--- config.mk ---
export PLATFORM = sky130hd
export DESIGN_NAME = aabb_slab_resolve
export DESIGN_NICKNAME = d
export VERILOG_FILES = /design/src/rtl/aabb_slab_resolve_pkg.sv /design/src/rtl/fp_le_cmp.sv /design/src/rtl/aabb_slab_resolve.sv
export SDC_FILE = /design/constraint.sdc
export NUM_CORES = 1
export LEC_CHECK = 0
export ABC_AREA = 0
export CAP_MARGIN = 30
export CORE_ASPECT_RATIO = 0.75
export CORE_MARGIN = 5
export CORE_UTILIZATION = 48
export CTS_CLUSTER_SIZE = 24
export DETAILED_ROUTE_END_ITERATION = 16
export PLACE_DENSITY = 0.8
export SETUP_SLACK_MARGIN = 0.02
export SLEW_MARGIN = 25
export SYNTH_ARGS = -nofsm -noshare
export SYNTH_HDL_FRONTEND = slang
export SYNTH_HIERARCHICAL = 1
export SYNTH_SLANG_ARGS = --single-unit
--- constraint.sdc ---
create_clock -name clk -period 2.5 [get_ports clk]
set_input_delay 0.5 -clock clk [delete_from_list [all_inputs] [get_ports clk]]
set_output_delay 0.5 -clock clk [all_outputs]
set_load 0.05 [all_outputs]
--- src/rtl/aabb_slab_resolve_pkg.sv ---
// Shared float encoding for the ray-AABB blocks: 11_12 float with a 2-bit exception class on top.
// Holds exception codes, field widths/offsets, the zero constant and the total-order rank helper.
package aabb_slab_resolve_pkg;

  typedef enum logic [1:0] {
    ExcZero   = 2'b00,
    ExcNormal = 2'b01,
    ExcInf    = 2'b10,
    ExcNan    = 2'b11
  } exc_e;

  localparam int unsigned ExpW  = 11;
  localparam int unsigned FracW = 12;
  localparam int unsigned MagW  = ExpW + FracW;

  // Offsets below the float MSB: exception occupies [msb:msb-1], sign sits at msb-2.
  localparam int unsigned ExcOff  = 0;
  localparam int unsigned SignOff = 2;

  localparam logic [25:0] FpZero = 26'h0000000;

  // Rank of the exception class in the total order -inf < -normal < zero < +normal < +inf.
  localparam logic [2:0] RankNegInf  = 3'd0;
  localparam logic [2:0] RankNegNorm = 3'd1;
  localparam logic [2:0] RankZero    = 3'd2;
  localparam logic [2:0] RankPosNorm = 3'd3;
  localparam logic [2:0] RankPosInf  = 3'd4;

  function automatic logic [2:0] fp_rank(input exc_e exc, input logic sign);
    logic [2:0] rank;
    rank = RankZero;
    unique case (exc)
      ExcZero:   rank = RankZero;
      ExcNormal: rank = sign ? RankNegNorm : RankPosNorm;
      ExcInf:    rank = sign ? RankNegInf : RankPosInf;
      ExcNan:    rank = RankZero;
      default:   rank = RankZero;
    endcase
    return rank;
  endfunction

endpackage

--- src/rtl/fp_le_cmp.sv ---
// Combinational a <= b on the exception-tagged float, plus an unordered flag when either is NaN.
// Both zero signs rank equal; normals of equal sign order by magnitude, reversed when negative.
module fp_le_cmp
  import aabb_slab_resolve_pkg::*;
#(
  parameter int unsigned WIDTH = 25
) (
  input  logic [WIDTH:0] a,
  input  logic [WIDTH:0] b,
  output logic           le,
  output logic           unordered
);

  exc_e             exc_a, exc_b;
  logic [2:0]       rank_a, rank_b;
  logic [WIDTH-3:0] mag_a, mag_b;

  assign exc_a  = exc_e'(a[WIDTH-ExcOff -: 2]);
  assign exc_b  = exc_e'(b[WIDTH-ExcOff -: 2]);
  assign rank_a = fp_rank(exc_a, a[WIDTH-SignOff]);
  assign rank_b = fp_rank(exc_b, b[WIDTH-SignOff]);
  assign mag_a  = a[WIDTH-3:0];
  assign mag_b  = b[WIDTH-3:0];

  assign unordered = (exc_a == ExcNan) || (exc_b == ExcNan);

  always_comb begin
    le = 1'b1;
    if (rank_a != rank_b) begin
      le = rank_a < rank_b;
    end else if (rank_a == RankNegNorm) begin
      le = mag_a >= mag_b;
    end else if (rank_a == RankPosNorm) begin
      le = mag_a <= mag_b;
    end
  end

endmodule

--- src/rtl/aabb_slab_resolve.sv ---
// Two-stage ray/box slab resolve: stage 1 reduces per-axis entry/exit to tnear/tfar, stage 2 decides hit.
// Optional hit counter output enabled by defining AABB_HIT_COUNT_EN.
module aabb_slab_resolve
  import aabb_slab_resolve_pkg::*;
#(
  parameter int unsigned WIDTH = 25,
  parameter int unsigned ID_W  = 8
) (
  input  logic            clk,
  input  logic            rst,
  input  logic            in_valid,
  output logic            in_ready,
  input  logic [ID_W-1:0] in_id,
  input  logic [WIDTH:0]  t0_x,
  input  logic [WIDTH:0]  t0_y,
  input  logic [WIDTH:0]  t0_z,
  input  logic [WIDTH:0]  t1_x,
  input  logic [WIDTH:0]  t1_y,
  input  logic [WIDTH:0]  t1_z,
  output logic            out_valid,
  input  logic            out_ready,
  output logic [ID_W-1:0] out_id,
  output logic            out_hit,
  output logic [WIDTH:0]  out_tnear
`ifdef AABB_HIT_COUNT_EN
  ,
  output logic [15:0]     hit_count
`endif
);

  localparam logic [WIDTH:0] Zero = (WIDTH+1)'(FpZero);

  logic            s1_valid_q;
  logic [WIDTH:0]  s1_tnear_q, s1_tfar_q;
  logic [ID_W-1:0] s1_id_q;
  logic            s1_nan_q;

  logic            s2_valid_q;
  logic            s2_hit_q;
  logic [WIDTH:0]  s2_tnear_q;
  logic [ID_W-1:0] s2_id_q;

  logic s2_ready, s1_adv, accept;

  assign s2_ready = !s2_valid_q || out_ready;
  assign s1_adv   = s1_valid_q && s2_ready;
  assign in_ready = !s1_valid_q || s2_ready;
  assign accept   = in_valid && in_ready;

  // Max of entries: keep the earlier axis unless the later one is strictly greater.
  logic           le_yx, le_zm, uo_yx, uo_zm;
  logic [WIDTH:0] max_xy, tnear_d;

  fp_le_cmp #(.WIDTH(WIDTH)) u_max_xy (.a(t0_y), .b(t0_x), .le(le_yx), .unordered(uo_yx));
  assign max_xy = le_yx ? t0_x : t0_y;
  fp_le_cmp #(.WIDTH(WIDTH)) u_max_z (.a(t0_z), .b(max_xy), .le(le_zm), .unordered(uo_zm));
  assign tnear_d = le_zm ? max_xy : t0_z;

  // Min of exits: keep the earlier axis unless the later one is strictly smaller.
  logic           le_xy, le_mz, uo_xy, uo_mz;
  logic [WIDTH:0] min_xy, tfar_d;

  fp_le_cmp #(.WIDTH(WIDTH)) u_min_xy (.a(t1_x), .b(t1_y), .le(le_xy), .unordered(uo_xy));
  assign min_xy = le_xy ? t1_x : t1_y;
  fp_le_cmp #(.WIDTH(WIDTH)) u_min_z (.a(min_xy), .b(t1_z), .le(le_mz), .unordered(uo_mz));
  assign tfar_d = le_mz ? min_xy : t1_z;

  logic nan_d;
  assign nan_d = uo_yx || uo_zm || uo_xy || uo_mz;

  always_ff @(posedge clk or negedge rst) begin
    if (!rst) begin
      s1_valid_q <= 1'b0;
      s1_tnear_q <= Zero;
      s1_tfar_q  <= Zero;
      s1_id_q    <= '0;
      s1_nan_q   <= 1'b0;
    end else if (accept) begin
      s1_valid_q <= 1'b1;
      s1_tnear_q <= tnear_d;
      s1_tfar_q  <= tfar_d;
      s1_id_q    <= in_id;
      s1_nan_q   <= nan_d;
    end else if (s1_adv) begin
      s1_valid_q <= 1'b0;
    end
  end

  logic le_nf, uo_nf, le_zf, uo_zf, hit_d;

  fp_le_cmp #(.WIDTH(WIDTH)) u_near_far (
    .a(s1_tnear_q), .b(s1_tfar_q), .le(le_nf), .unordered(uo_nf)
  );
  fp_le_cmp #(.WIDTH(WIDTH)) u_zero_far (
    .a(Zero), .b(s1_tfar_q), .le(le_zf), .unordered(uo_zf)
  );

  assign hit_d = !s1_nan_q && !uo_nf && !uo_zf && le_nf && le_zf;

  // Stage 2 only loads when the consumer can take it, so the payload is frozen under stall.
  always_ff @(posedge clk or negedge rst) begin
    if (!rst) begin
      s2_valid_q <= 1'b0;
      s2_hit_q   <= 1'b0;
      s2_tnear_q <= Zero;
      s2_id_q    <= '0;
    end else if (s2_ready) begin
      s2_valid_q <= s1_valid_q;
      if (s1_valid_q) begin
        s2_hit_q   <= hit_d;
        s2_tnear_q <= hit_d ? s1_tnear_q : Zero;
        s2_id_q    <= s1_id_q;
      end
    end
  end

  assign out_valid = s2_valid_q;
  assign out_hit   = s2_hit_q;
  assign out_tnear = s2_tnear_q;
  assign out_id    = s2_id_q;

`ifdef AABB_HIT_COUNT_EN
  logic [15:0] hit_count_q;

  always_ff @(posedge clk or negedge rst) begin
    if (!rst) begin
      hit_count_q <= 16'h0000;
    end else if (s2_valid_q && out_ready && s2_hit_q && (hit_count_q != 16'hFFFF)) begin
      hit_count_q <= hit_count_q + 16'h0001;
    end
  end

  assign hit_count = hit_count_q;
`else
  // No hit counter in this build.
`endif

endmodule
==> impl_metrics.tcl <==
set metrics [dict create \
    yosysTopAreaCellShare_pct 23.96 \
    insertion_delay_ns 0.35 \
    finalSetupViolations 80 \
    wl_per_cell_um 24.34 \
    fin_nets 1864 \
    synth.top_cells.by_area "dfrtp_1 24%, ha_1 23%, mux2i_1 10%" \
    final_core_util_pct 78.35 \
    drt.antenna.violating_nets 0 \
    async_reset_ff_share_pct 100.0 \
    max_freq_mhz 193.8 \
    htree_levels 3 \
    grt_use_met3_pct 5.254 \
    vias_per_cell 6.173 \
    crit_type "primary input to flop" \
    hold_violations 0 \
    grt_pass1_vias 10684 \
    vias 11092 \
    io_buffers 204 \
    cp_max_fo 6 \
    yosysMostFrequentCell "inv_1" \
    crit_top_cell "buf_6" \
    max_stage_delay_ns 0.60 \
    grt_use_total_pct 27.42 \
    status "complete, but fails checks" \
    endpoint_kind "flop" \
    grt_pass1_wl_mm 53.76 \
    period_minus_slack_ns 5.161 \
    worst_setup_path_start_kind "primary input" \
    die_width_um 178.6 \
    layout_worst_path_cycle_share_pct 206.4 \
    row_count 46 \
    cts_made_buffers 9 \
    cts.sinks 98 \
    routed_wl_mm 43.74 \
    drtIter0Drc 1140 \
    reg2reg_from "s1_tfar_q[17]" \
    fp.dieH_um 136.5 \
    die_area_um2 24370 \
    core_area_um2 21070 \
    grt_use_met1_pct 33.59 \
    seq_area_frac_synth_pct 23.96 \
    clockBufferDepth 2 \
    dpl.hpwl_mm 23.14 \
    critPathRequiredTime_ns 2.70 \
    hold_class "primary input to asynchronous set/reset pin" \
    setup_ws_ns -2.661 \
    firstDrtPassIters 7 \
    synthFlopType "dfrtp_1" \
    peakVddDrop_mv 0.6154 \
    yosysWarnings 6 \
    synth_area_um2 10230 \
    cp_slowest_cell "a2111oi_4" \
    p_per_area_nw_per_um2 839.3 \
    rsz0062_at_grt "yes" \
    ys_ff_latch 98 \
    cts_tree "done" \
    grt-ovfl-total 0 \
    cts.clk_slew.worst_paths_ns 0.08 \
    n_antenna_cell 0 \
    io_pins 205 \
    gp_congestion 0.8393 \
    crit_arrival_ns 5.36 \
    total_power_w 0.01385 \
    leakage_nw 7.985 \
    failed_checks "negative setup slack" \
    root_buffer "clkbuf_16" \
    slew_violations 0 \
    r2r_setup_slack_ns -0.57 \
    regToRegEndpoint "out_tnear[15]" \
    drive_above_1_share_pct 41.88 \
    worst-r2r-cell-count 11 \
    ys_top_cells_by_count "233 x inv_1, 192 x ha_1, 105 x mux2i_1" \
    max_cap_viol_count 0 \
    dpl_worst_slack_ns -2.902 \
    use_met2_pct 47.95 \
    grt_max_degree 57 \
    yosysUniqueCellTypes 40 \
    synth_top_cell_by_area "dfrtp_1" \
    drc 0 \
    synth_edf_count 0 \
    synthToLayoutAreaGrowth_pct 61.26 \
    syn_inst 1090 \
    antenna_found_initial 0 \
    setup-tns-final_ns -140.11 \
    grt-busiest-layer "met2" \
    worst_pin_slew_ns 0.6819 \
    syn_avg_cell_area_um2 9.390 \
    maxSlewHeadroom_pct 54.40 \
    fin_skew_ns 0.01103 \
    initial_core_util_pct 48.59 \
]
-- worst max-delay path, delay by kind of cell --
family,cells,cell delay [ns]
compound gates,7,1.49
fa+ha+maj,4,0.96
buf+inv,8,0.99
mux,3,0.73
simple gates,3,0.66
-- flip-flops by register name, indices dropped and copies added, names as in the netlist --
| signal | flops |
|---|---|
| out_tnear | 26 |
| s1_tfar_q | 26 |
| s1_tnear_q | 26 |
| out_id | 8 |
| s1_id_q | 8 |
| out_hit | 1 |
| out_valid | 1 |
| s1_nan_q | 1 |
| s1_valid_q | 1 |
-- per-stage QoR --
stage | std cells | hold WS, ns | cell area (um^2)
2_1_floorplan | 1122 | 0.2044 | 10540
3_3_place_gp | 1727 | 0.3841 | 13850
3_5_place_dp | 1727 | 0.3883 | 13850
4_1_cts | 1773 | 0.007793 | 15520
5_1_grt | 1797 | 0.01834 | 16500
6_report | 1797 | 0.007991 | 16500
-- layer usage --
metal	vias to the layer above	share of wire [%]	wire length, um
li1	4630	-	-
met1	5306	37	16250
met2	864	47	20560
met3	292	9.4	4112
met4	0	6.4	2813
met5	-	0	0
-- power by group --
part | leakage (nW) | internal (W) | switching [W] | total [W]
Combinational | 6.64 | 0.00467 | 0.00495 | 0.00962
Sequential | 1.20 | 0.00211 | 0.000583 | 0.00269
Clock | 0.150 | 0.000808 | 0.000733 | 0.00154
-- worst max-delay path by stage --
stage | startpoint | to | slack [ns] | cells after the start
finish | t0_x[25] | s1_tnear_q[16] | -2.66 | 25
global route | t0_y[18] | s1_tnear_q[16] | -2.88 | 23
CTS | t1_x[24] | s1_tfar_q[15] | -1.96 | 25
detailed placement | t1_x[24] | s1_tfar_q[6] | -2.90 | 21
global placement | t1_x[24] | s1_tfar_q[6] | -2.77 | 21
floorplan | t1_x[25] | s1_tfar_q[10] | -1.74 | 24
-- area by class of cell --
cell class	instances	area, um^2
Multi-Input combinational cell	761	8845
Fill cell	1084	4561
Timing Repair Buffer	401	3635
Sequential cell	98	2455
Inverter	233	889.6
Tap cell	288	360.3
Clock buffer	9	225.2
Clock inverter	7	95.09
-- cells by family after synthesis --
group	share of synthesized area, %
adder cells (fa/ha/maj)	23.47
AO/OA/AOI/OAI	13.78
flip-flops	23.96
multiplexers	17.75
AND/OR/NAND/NOR	10.39
other	0.03664
buffers and inverters	10.61
-- cells in the final DEF (no fill, tap or decap), types with 43 or more instances in the layout --
| master | instances |
|---|---|
| mux2i_1 | 89 |
| ha_1 | 101 |
| clkdlybuf4s50_1 | 100 |
| ha_4 | 88 |
| nand3_1 | 43 |
| inv_1 | 182 |
| buf_4 | 165 |
| mux2_2 | 46 |
| dfrtp_1 | 96 |
| inv_2 | 47 |
-- timing repair --
item	4_1_cts	5_1_grt
hold buffers	0	0
gates cloned	6	3
endpoints found under the setup margin	80	80
resized for setup	397	210
buffers inserted	26	25
pin swaps	86	96
(Power assumes the default switching activity.)
==> RTL edit: new RTL, config.mk and constraints unchanged <==
`ID_W`: 8 -> 12.
--- a/src/rtl/aabb_slab_resolve.sv
+++ b/src/rtl/aabb_slab_resolve.sv
@@ -6,3 +6,3 @@
   parameter int unsigned WIDTH = 25,
-  parameter int unsigned ID_W  = 8
+  parameter int unsigned ID_W  = 12
 ) (
Interface: changed (resized in_id and out_id); port bits go from 205 to 213. The function was not compared with the original's and may differ.
==> RTL edit against the original RTL <==
The flow still finishes with violations (negative setup slack). Worst setup slack better by 0.31 ns. Critical path depth down 3. Clock skew down 0.0019 ns. Maximum frequency up 6.4%. Via count up 3.2%. Sequential cell count up 8. Sequential share of layout area up 0.63 points. Synthesized area up 2.9%. Wire length up 4.6%. Clock power down 6%. Cell area up 3.7%. Power up 3.3%. Utilization up 0.087 points. Largest cell class unchanged. Largest power group unchanged.
==> RTL edit: results (changes against the original RTL) <==
----------------------------------------------------
[Final layout]
  Multi-input logic area ... 0.00893 sq mm (was 0.00884 sq mm)
  Number of fillers in the final layout ... 1064 (was 1084)
  Share of layout cells above drive strength 1 ... 42.8% (was 41.9%)

[Global routing]
  Number of antenna violations at the first check in global routing ... 1 (was 0)
  Met1 global-route usage ... 34.2% (was 33.6%)
  Met3 capacity usage during global routing ... 5.65% (was 5.25%)
  Maximum number of pins on one net before global-route repair ... 48 (was 57)
  Met2 Usage GRT ... 46.8% (was 48.0%)

[Detailed routing]
  Iter 0 DRT Violations ... 1156 (was 1140)
  Vias/cell ... 6.20 (was 6.17)
  Number of iterations in the first detailed-routing pass ... 5 (was 7)
  Total number of vias ... 11400 (was 11100)

[Placed design]
  Final HPWL DP ... 23.9 mm (was 23.1 mm)
  Worst slack after detailed placement ... -2.99 ns (was -2.90 ns)
  Placed Area ... 0.0144 sq mm (was 0.0138 sq mm)
  Final Wtd Congestion ... 0.884 (was 0.839)

[Timing]
  Clock tree skew after final layout ... 0.00911 ns (was 0.0110 ns)
  Hold_ws ... 0.101 ns (was 0.00799 ns)
  Number of setup violations in the final report ... 80 (unchanged)
  Final WS setup ... -2.35 ns (was -2.66 ns)

[Synth]
  Top cells by instance count after synthesis ... inv_1 (233), ha_1 (192), dfrtp_1 (106), mux2i_1 (105), mux2_2 (76) (was inv_1 (233), ha_1 (192), mux2i_1 (105), dfrtp_1 (98), a21oi_1 (73))
  Number of different library cells in the post-synthesis netlist ... 41 (was 40)

[Pwr]
  Maximum resistive drop on vdd ... 585 uV (was 615 uV)
  Combinational gate power ... 10.1 mW (was 9.62 mW)

[Setup path]
  Slowest stage cell, crit path ... and4bb_4 (was a2111oi_4)

[Outcome]
  Violated checks ... negative setup slack (unchanged)
  Run status ... finished with violations (unchanged)

----------------------------------------------------
RTL edit: routing by layer:
metal | vias to the layer above | part of all wire (%)
met3 | 376 | 8.9
met5 | - | 0
li1 | 4746 | -
met4 | 0 | 7.8
met2 | 904 | 46
met1 | 5417 | 37
RTL edit: final cells by class:
| cell class | count | area share (%) |
|---|---|---|
| repair buffers | 426 | 23.2 |
| multi-input cells | 769 | 52.2 |
| clock buffers | 9 | 1.32 |
| diodes | 1 | 0.0146 |
| inverters | 233 | 5.18 |
| clock inverters | 7 | 0.409 |
| flip-flops and latches | 106 | 15.5 |
| well taps | 294 | 2.15 |
RTL edit: kinds of logic (layout without fill, tap and decap cells):
| logic type | Yosys count | in the layout | share of synthesized area, % |
|---|---|---|---|
| AOI/OAI and AO/OA | 184 | 184 | 13.4 |
| adders and majority gates | 192 | 192 | 22.8 |
| buffers and inverters | 264 | 675 | 10.4 |
| DFF | 106 | 106 | 25.2 |
| muxes | 181 | 181 | 18.1 |
| other | 1 | 34 | 0.0356 |
| and+or+nand+nor | 179 | 179 | 10.1 |
RTL edit: worst paths after layout:
kind | startpoint | endpoint
min in group clk | s1_id_q[2]$_DFFE_PN0P_ | s1_id_q[2]$_DFFE_PN0P_
min | rst | out_id[2]$_DFFE_PN0P_
min reg2reg | s1_id_q[2]$_DFFE_PN0P_ | s1_id_q[2]$_DFFE_PN0P_
max in group asynchronous | rst | out_tnear[25]$_DFFE_PN0P_
max reg2reg | s1_tfar_q[16]$_DFFE_PN0P_ | out_tnear[16]$_DFFE_PN0P_
max | t1_y[4] | s1_tfar_q[18]$_DFFE_PN0P_
RTL edit: critical path, delay by kind of cell:
kind | cells | cell delay (ns)
compound gates | 6 | 1.17
mux | 3 | 0.79
buf+inv | 8 | 1.13
fa+ha+maj | 2 | 0.57
simple gates | 3 | 0.86
